$ cat src/rtl/bandai2003_pkg.sv
// bandai2003_pkg: constants and state encoding shared by the unlock controller and cartridge side
package bandai2003_pkg;
  localparam logic [7:0] ADDR_ACK = 8'h5A;
  localparam logic [7:0] ADDR_NAK = 8'hA5;
  localparam logic [7:0] ADDR_NIL = 8'h00;
  localparam int FRAME_W = 20;
  localparam logic [FRAME_W-1:0] FRAME_DEF = 20'h14503;
  typedef enum logic [2:0] {IDLE, RSTP, ACK, NAK, RECV, CHECK} state_t;
endpackage

$ cat src/rtl/bandai2003_sipo.sv
// bandai2003_sipo: LSB-first serial-in shift register with bit counter
module bandai2003_sipo
  import bandai2003_pkg::*;
(
  input  logic               i_clk,
  input  logic               i_rst,
  input  logic               i_clr,
  input  logic               i_en,
  input  logic               i_si,
  output logic [FRAME_W-1:0] o_frame,
  output logic               o_full
);
  localparam logic [4:0] LAST = 5'(FRAME_W - 1);
  logic [4:0] r_cnt;
  // o_full flags the shift that completes the frame so the FSM can leave RECV on that edge
  assign o_full = i_en && r_cnt == LAST;
  always_ff @(posedge i_clk or posedge i_rst) begin
    if (i_rst) begin
      o_frame <= '0;
      r_cnt   <= '0;
    end else if (i_clr) begin
      r_cnt <= '0;
    end else if (i_en) begin
      o_frame <= {i_si, o_frame[FRAME_W-1:1]};
      r_cnt   <= r_cnt + 5'd1;
    end
  end
endmodule

$ cat src/rtl/bandai2003_unlock_ctrl.sv
// bandai2003_unlock_ctrl: console-side cartridge unlock sequencer with bounded retries
module bandai2003_unlock_ctrl
  import bandai2003_pkg::*;
#(
  parameter int                 RST_CYC = 4,
  parameter int                 RETRIES = 2,
  parameter logic [FRAME_W-1:0] EXPECT  = FRAME_DEF
) (
  input  logic               i_clk,
  input  logic               i_rst,
  input  logic               i_start,
  input  logic               i_si,
  output logic [7:0]         o_addr,
  output logic               o_cart_rst_n,
  output logic               o_busy,
  output logic               o_done,
  output logic               o_err,
  output logic               o_unlocked,
  output logic [FRAME_W-1:0] o_frame
);
  localparam logic [15:0] RST_LAST = 16'(RST_CYC - 1);
  localparam logic [7:0]  ATT_MAX  = 8'(RETRIES);
  state_t      r_state;
  logic [15:0] r_rst_cnt;
  logic [7:0]  r_att;
  logic        w_full;
  bandai2003_sipo u_sipo (
    .i_clk   (i_clk),
    .i_rst   (i_rst),
    .i_clr   (r_state == NAK),
    .i_en    (r_state == RECV),
    .i_si    (i_si),
    .o_frame (o_frame),
    .o_full  (w_full)
  );
  always_ff @(posedge i_clk or posedge i_rst) begin
    if (i_rst) begin
      r_state      <= IDLE;
      o_addr       <= ADDR_NIL;
      o_cart_rst_n <= 1'b1;
      o_busy       <= 1'b0;
      o_done       <= 1'b0;
      o_err        <= 1'b0;
      o_unlocked   <= 1'b0;
      r_rst_cnt    <= '0;
      r_att        <= '0;
    end else begin
      o_done <= 1'b0;
      o_err  <= 1'b0;
      case (r_state)
        IDLE: if (i_start) begin
          o_unlocked   <= 1'b0;
          r_att        <= '0;
          r_rst_cnt    <= '0;
          o_cart_rst_n <= 1'b0;
          o_busy       <= 1'b1;
          r_state      <= RSTP;
        end
        RSTP: if (r_rst_cnt == RST_LAST) begin
          o_cart_rst_n <= 1'b1;
          o_addr       <= ADDR_ACK;
          r_state      <= ACK;
        end else r_rst_cnt <= r_rst_cnt + 16'd1;
        ACK: begin
          o_addr  <= ADDR_NAK;
          r_state <= NAK;
        end
        NAK: begin
          o_addr  <= ADDR_NIL;
          r_state <= RECV;
        end
        RECV: if (w_full) r_state <= CHECK;
        CHECK: if (o_frame == EXPECT) begin
          o_unlocked <= 1'b1;
          o_done     <= 1'b1;
          o_busy     <= 1'b0;
          r_state    <= IDLE;
        end else if (r_att < ATT_MAX) begin
          r_att        <= r_att + 8'd1;
          r_rst_cnt    <= '0;
          o_cart_rst_n <= 1'b0;
          r_state      <= RSTP;
        end else begin
          o_err   <= 1'b1;
          o_busy  <= 1'b0;
          r_state <= IDLE;
        end
        default: r_state <= IDLE;
      endcase
    end
  end
endmodule

$ cat config.mk
export PLATFORM = sky130hd
export DESIGN_NAME = bandai2003_unlock_ctrl
export DESIGN_NICKNAME = d
export VERILOG_FILES = /design/src/rtl/bandai2003_pkg.sv /design/src/rtl/bandai2003_sipo.sv /design/src/rtl/bandai2003_unlock_ctrl.sv
export SDC_FILE = /design/constraint.sdc
export NUM_CORES = 1
export LEC_CHECK = 0
export ABC_AREA = 0
export CAP_MARGIN = 20
export CELL_PAD_IN_SITES_DETAIL_PLACEMENT = 1
export CELL_PAD_IN_SITES_GLOBAL_PLACEMENT = 1
export CORE_MARGIN = 2
export CORE_UTILIZATION = 31
export CTS_BUF_LIST = sky130_fd_sc_hd__clkbuf_16
export DETAILED_ROUTE_END_ITERATION = 10
export PLACE_DENSITY_LB_ADDON = 0.1
export SKIP_CTS_REPAIR_TIMING = 1
export SLEW_MARGIN = 10
export SYNTH_ARGS = -nofsm -noshare
export SYNTH_HDL_FRONTEND = slang
export SYNTH_HIERARCHICAL = 1
export SYNTH_SLANG_ARGS = --single-unit
export TNS_END_PERCENT = 30
$ cat constraint.sdc
create_clock -name i_clk -period 2.7 [get_ports i_clk]
set_clock_uncertainty 0.15 [all_clocks]
set_input_delay 0.81 -clock i_clk [delete_from_list [all_inputs] [get_ports i_clk]]
set_output_delay 0.81 -clock i_clk [all_outputs]
set_load 0.01 [all_outputs]
**Yosys cells after proc, flatten, opt, wreduce, memory -nomap -nowiden**

Cells that the tools add are included.

- Register bits after elaboration: 65
- Bits in writable memories: 0
- Bits in read-only memories: 0
- Bits of input ports: 4
- Latch bits: 0
- Output and inout bits: 33
- Memories: 0
- Logic and storage cells: 81

- Reduce and logical (&&, ||, !) cells: 14
- Multipliers: 0
- Magnitude comparators: 1
- Multiplexer cells: 35
- Div/mod/pow operators: 0
- Bitwise logic cells: 1
- $add $sub $neg: 3
- Equal/unequal tests: 16
- Shift-type cells: 0

Operator list:

| kind | number |
|---|---|
| 16-bit two-way mux | 4 |
| 16-bit case mux with 3 select lines | 1 |
| 8-bit two-way mux | 4 |
| 8-bit case mux with 3 select lines | 1 |
| 20-bit by 17-bit equality test with 1-bit output (second input constant) | 1 |
| 3-bit case mux with 6 select lines | 1 |
| 16-bit by 1-bit adder with 16-bit output (second input constant) | 1 |
| 16-bit by 2-bit equality test with 1-bit output (second input constant) | 1 |
| 8-bit case mux with 2 select lines | 1 |
| 1-bit two-way mux | 15 |
| 2-bit != test (second input constant) | 7 |
| 5-bit two-way mux | 2 |
| 5-bit AND reduction | 2 |
| 3-bit two-way mux | 3 |
| 3-bit AND reduction | 3 |
| 8-bit by 1-bit adder with 8-bit output (second input constant) | 1 |
| 8-bit by 2-bit less-than comparator with 1-bit output (second input constant) | 1 |
| 3-bit by 2-bit equality test with 1-bit output (second input constant) | 2 |
| 3-bit equality test (second input constant) | 2 |
| 3-bit nonzero test | 2 |
| 5-bit by 1-bit adder with 5-bit output (second input constant) | 1 |
| 5-bit equality test (second input constant) | 1 |
| 1-bit case mux with 2 select lines | 2 |
| 2-bit AND reduction | 2 |
| 8 further kinds | 9 |

**Depth between registers and ports, before layout**

- Depth after elaboration: 4
- Gate-level depth with buffers: 10

**Hierarchy**

Netlist, hierarchy kept.

Modules (own cells, without submodules):

| module | area an instance (um^2) | instances | seq. area each (um^2) | cells each |
|---|---|---|---|---|
| bandai2003_unlock_ctrl | 1944.4 | 1 | 852.1 | 217 |
| bandai2003_sipo | 1111.1 | 1 | 625.6 | 68 |

**Worst setup path before layout**

No wires, ideal clock.

- Kind: in2reg
- From: input i_start
- To: register r_rst_cnt[4]
- Required time: 2.429 ns
- Cell stages on the path: 5
- Setup slack: 0.105 ns
- Buffers on the path: 1
- Arrival: 2.324 ns
- Path through: nor4b_1 > o21bai_2 > buf_2 > o21ai_0 > a22o_1

- Longest elaborated chain between the ends: 2

Ends and longest elaborated chain:

| element | line | RTL |
|---|---|---|
| start, declared | bandai2003_unlock_ctrl.sv:11 | `input logic i_start,` |
| 2-bit != test (no line) | -- |  |
| 5-bit AND reduction (no line) | -- |  |
| end signal, assigned | bandai2003_unlock_ctrl.sv:63 | `end else r_rst_cnt <= r_rst_cnt + 16'd1;` |
| end, declared | bandai2003_unlock_ctrl.sv:24 | `logic [15:0] r_rst_cnt;` |

Every way passes these cells.
A chain may end at the register's enable or synchronous reset.

**Worst setup path after layout**

- From: register r_att[6]
- To: register r_rst_cnt[13]

- Longest elaborated chain between the ends: 3

Ends and longest elaborated chain:

| element | line | RTL |
|---|---|---|
| start, declared | bandai2003_unlock_ctrl.sv:25 | `logic [7:0] r_att;` |
| start signal, assigned | bandai2003_unlock_ctrl.sv:79 | `r_att <= r_att + 8'd1;` |
| 8-bit by 2-bit less-than comparator with 1-bit output | bandai2003_unlock_ctrl.sv:78 | `end else if (r_att < ATT_MAX) begin` |
| 2-bit != test (no line) | -- |  |
| 5-bit AND reduction (no line) | -- |  |

Every way passes these cells.

==> out/results.ini <==
[layout]
final_cell_mix=dfrtp_1, clkdlybuf4s50_1, nor2_1, mux2_4, a21oi_1
fin_nets=338
final_common_cell=dfrtp_1
drive_gt1_share_pct=18.8
area_growth_pct=28.3
n_antenna_cell=0

[synthesis]
synth-edff-count=0
synth_top_area_share_pct=47.5
yosysTopAreaCell=dfrtp_1
synth_flop_cell=dfrtp_1
avgSynthCellArea_um2=10.7
netlist_top_cells_area=dfrtp_1, mux2_4, nor2_1
syn_area_um2=3060
syn_inst=285
synth_nets=292
async_flop_share_pct=100
ys_types=52
yosys_warnings=6
ys_ff_latch=59
synth_seq_area_share_pct=48.4

[grt]
grt_pass1_vias=2519
grt.total_usage_pct=15.6
grt_overflow=0
grt_max_degree=35
grt_pass1_wl_mm=12.7
antenna_found_initial=0

[floorplan]
rows=36
die_area_um2=10700
start_util_pct=31.6
die_x_um=103
io_pins=37
die_h_um=103
coreArea_um2=9680

[power]
p_per_area_nw_per_um2=931
finalPower_uw=3650
peakVddDrop_v=0.000375
p_leak_uw=0.00173

[timing]
setup_viol=0
maxSlewHeadroom_pct=66.2
whs_ns=0.355
timing.setup.tns_ns=0
finalHoldViolCount=0
tightest_slew_ns=0.503
slew_violations=0
worst_slack_ns=0.126
rsz0062_at_grt=false
fin_crit_sh_pct=95.3
min_period_ns=2.57
max_clock_freq_mhz=389

[clocking]
h-tree-depth=3
cts_root_buffer=clkbuf_16
cts_tree=built
clkSinkCount=59
cts_made_buffers=9
clk_latency_ns=0.33
clockBufferDepth=2
clkTransAtPathRegs_ns=0.05

[critical_path]
critical_path.cell_chain=or4_1 > or4_1 > buf_4 > o21ba_2 > buf_4 > a21oi_1 > mux2i_1
r2r_cells=7
timing.rr.start=r_att[6]
slowest_stage=or4_1
rrSetupSlack_ns=0.13
worst-setup-path-type=register to register
crit_arrival_ns=2.63
worstSetupStartpointType=register
max_stage_delay_ns=0.60
r2r-end=r_rst_cnt[13]
cp_data_required_time_ns=2.75
crit_path_end_kind=register
crit_family=simple AND/OR/NAND/NOR gates
critPathMaxFanout=8
worst-path-buf-inv=2

[detailed_routing]
viasPerCell=5.12
first_pass_iters=4
vias=2400
drt_iter0_drc=82
drc=0
ant_nets=0
wire_per_inst_um=16.2
wirelength_mm=7.61

[hold_path]
hp-start=r_att[6]
hold_end=r_att[6]
hold_depth=1
hold_class=register to register

[placed_design]
dp_slack_ns=-0.180
portBuffers=36
place.gp.congestion=0.713
post-dp-hpwl_mm=5.35

[job]
max_cap_viol_count=0

[run_status]
status=finished, final reports clean

-- cells by family after synthesis --
| family | count (synthesis) | share of synthesized area [%] |
|---|---|---|
| buf+inv | 29 | 5.49 |
| xor+xnor | 1 | 0.287 |
| fa+ha+maj | 3 | 1.23 |
| flops | 59 | 48.4 |
| compound gates | 57 | 11.8 |
| mux | 26 | 11.9 |
| simple gates | 110 | 20.9 |
-- worst max path at each step --
stage,slack (ns),from,endpoint,depth (start not counted)
final,0.13,r_att[6],r_rst_cnt[13],7
after global routing,0.02,r_att[7],r_rst_cnt[2],7
after CTS,0.05,r_att[6],r_rst_cnt[4],5
after detailed placement,-0.18,i_start,r_rst_cnt[12],6
after global placement,-0.14,i_start,r_rst_cnt[11],6
after floorplan,0.11,i_start,r_rst_cnt[4],5
-- cell usage after synthesis (3+ instances only) --
library cell  instances
or3_1                 7
o31ai_1               5
a31oi_1               3
and4_1                3
nand3_1               5
or4_1                10
nor3_1                5
ha_1                  3
buf_4                 7
a21oi_1              19
nand4_1               7
inv_1                11
a21o_1                3
dfrtp_1              58
nor2_1               28
buf_6                 4
a22o_1                3
mux2i_1               4
nor2b_1               5
nand2_1              11
nor4b_1               3
mux2_4               20
clkbuf_1              5
and3_1                4
nand4b_1              3
nor4_1                7
o21ai_0              11
-- state kept, by name, indices dropped and copies added (netlist names) --
signal and cells:
o_unlocked 1, o_err 1, o_done 1, o_cart_rst_n 1, o_addr 2, u_sipo/o_frame 20, r_state 3, u_sipo/r_cnt 5
r_rst_cnt 16, r_att 8, o_busy 1
-- power breakdown --
part	switching (µW)	total [µW]	internal, µW
Combinational	675	1250	572
Clock	424	1230	805
Sequential	150	1170	1020
-- stage by stage --
| step | std cells | cell area, µm² | utilization (%) |
|---|---|---|---|
| after global routing | 469 | 3920 | 40.5 |
| final | 469 | 3920 | 40.5 |
| after floorplan | 285 | 3060 | - |
| after detailed placement | 453 | 3600 | 37.1 |
| after global placement | 453 | 3600 | 37.1 |
| after CTS | 469 | 3910 | 40.4 |
-- layout make-up --
type / count / area [µm²]
clock buffers: 9 / 225
clock inverters: 7 / 92.6
fillers: 1075 / 5760
inverters: 11 / 41.3
multi-input cells: 197 / 1420
flip-flops and latches: 59 / 1480
well taps: 133 / 166
repair buffers: 53 / 500
-- per-layer routing --
layer	global-route usage, %	share of wire, %
met5	0	0
met2	25.7	48
met4	5.77	1.4
met3	3.23	2.8
met1	20.2	48
No activity file was read; power rests on OpenSTA's default activity.
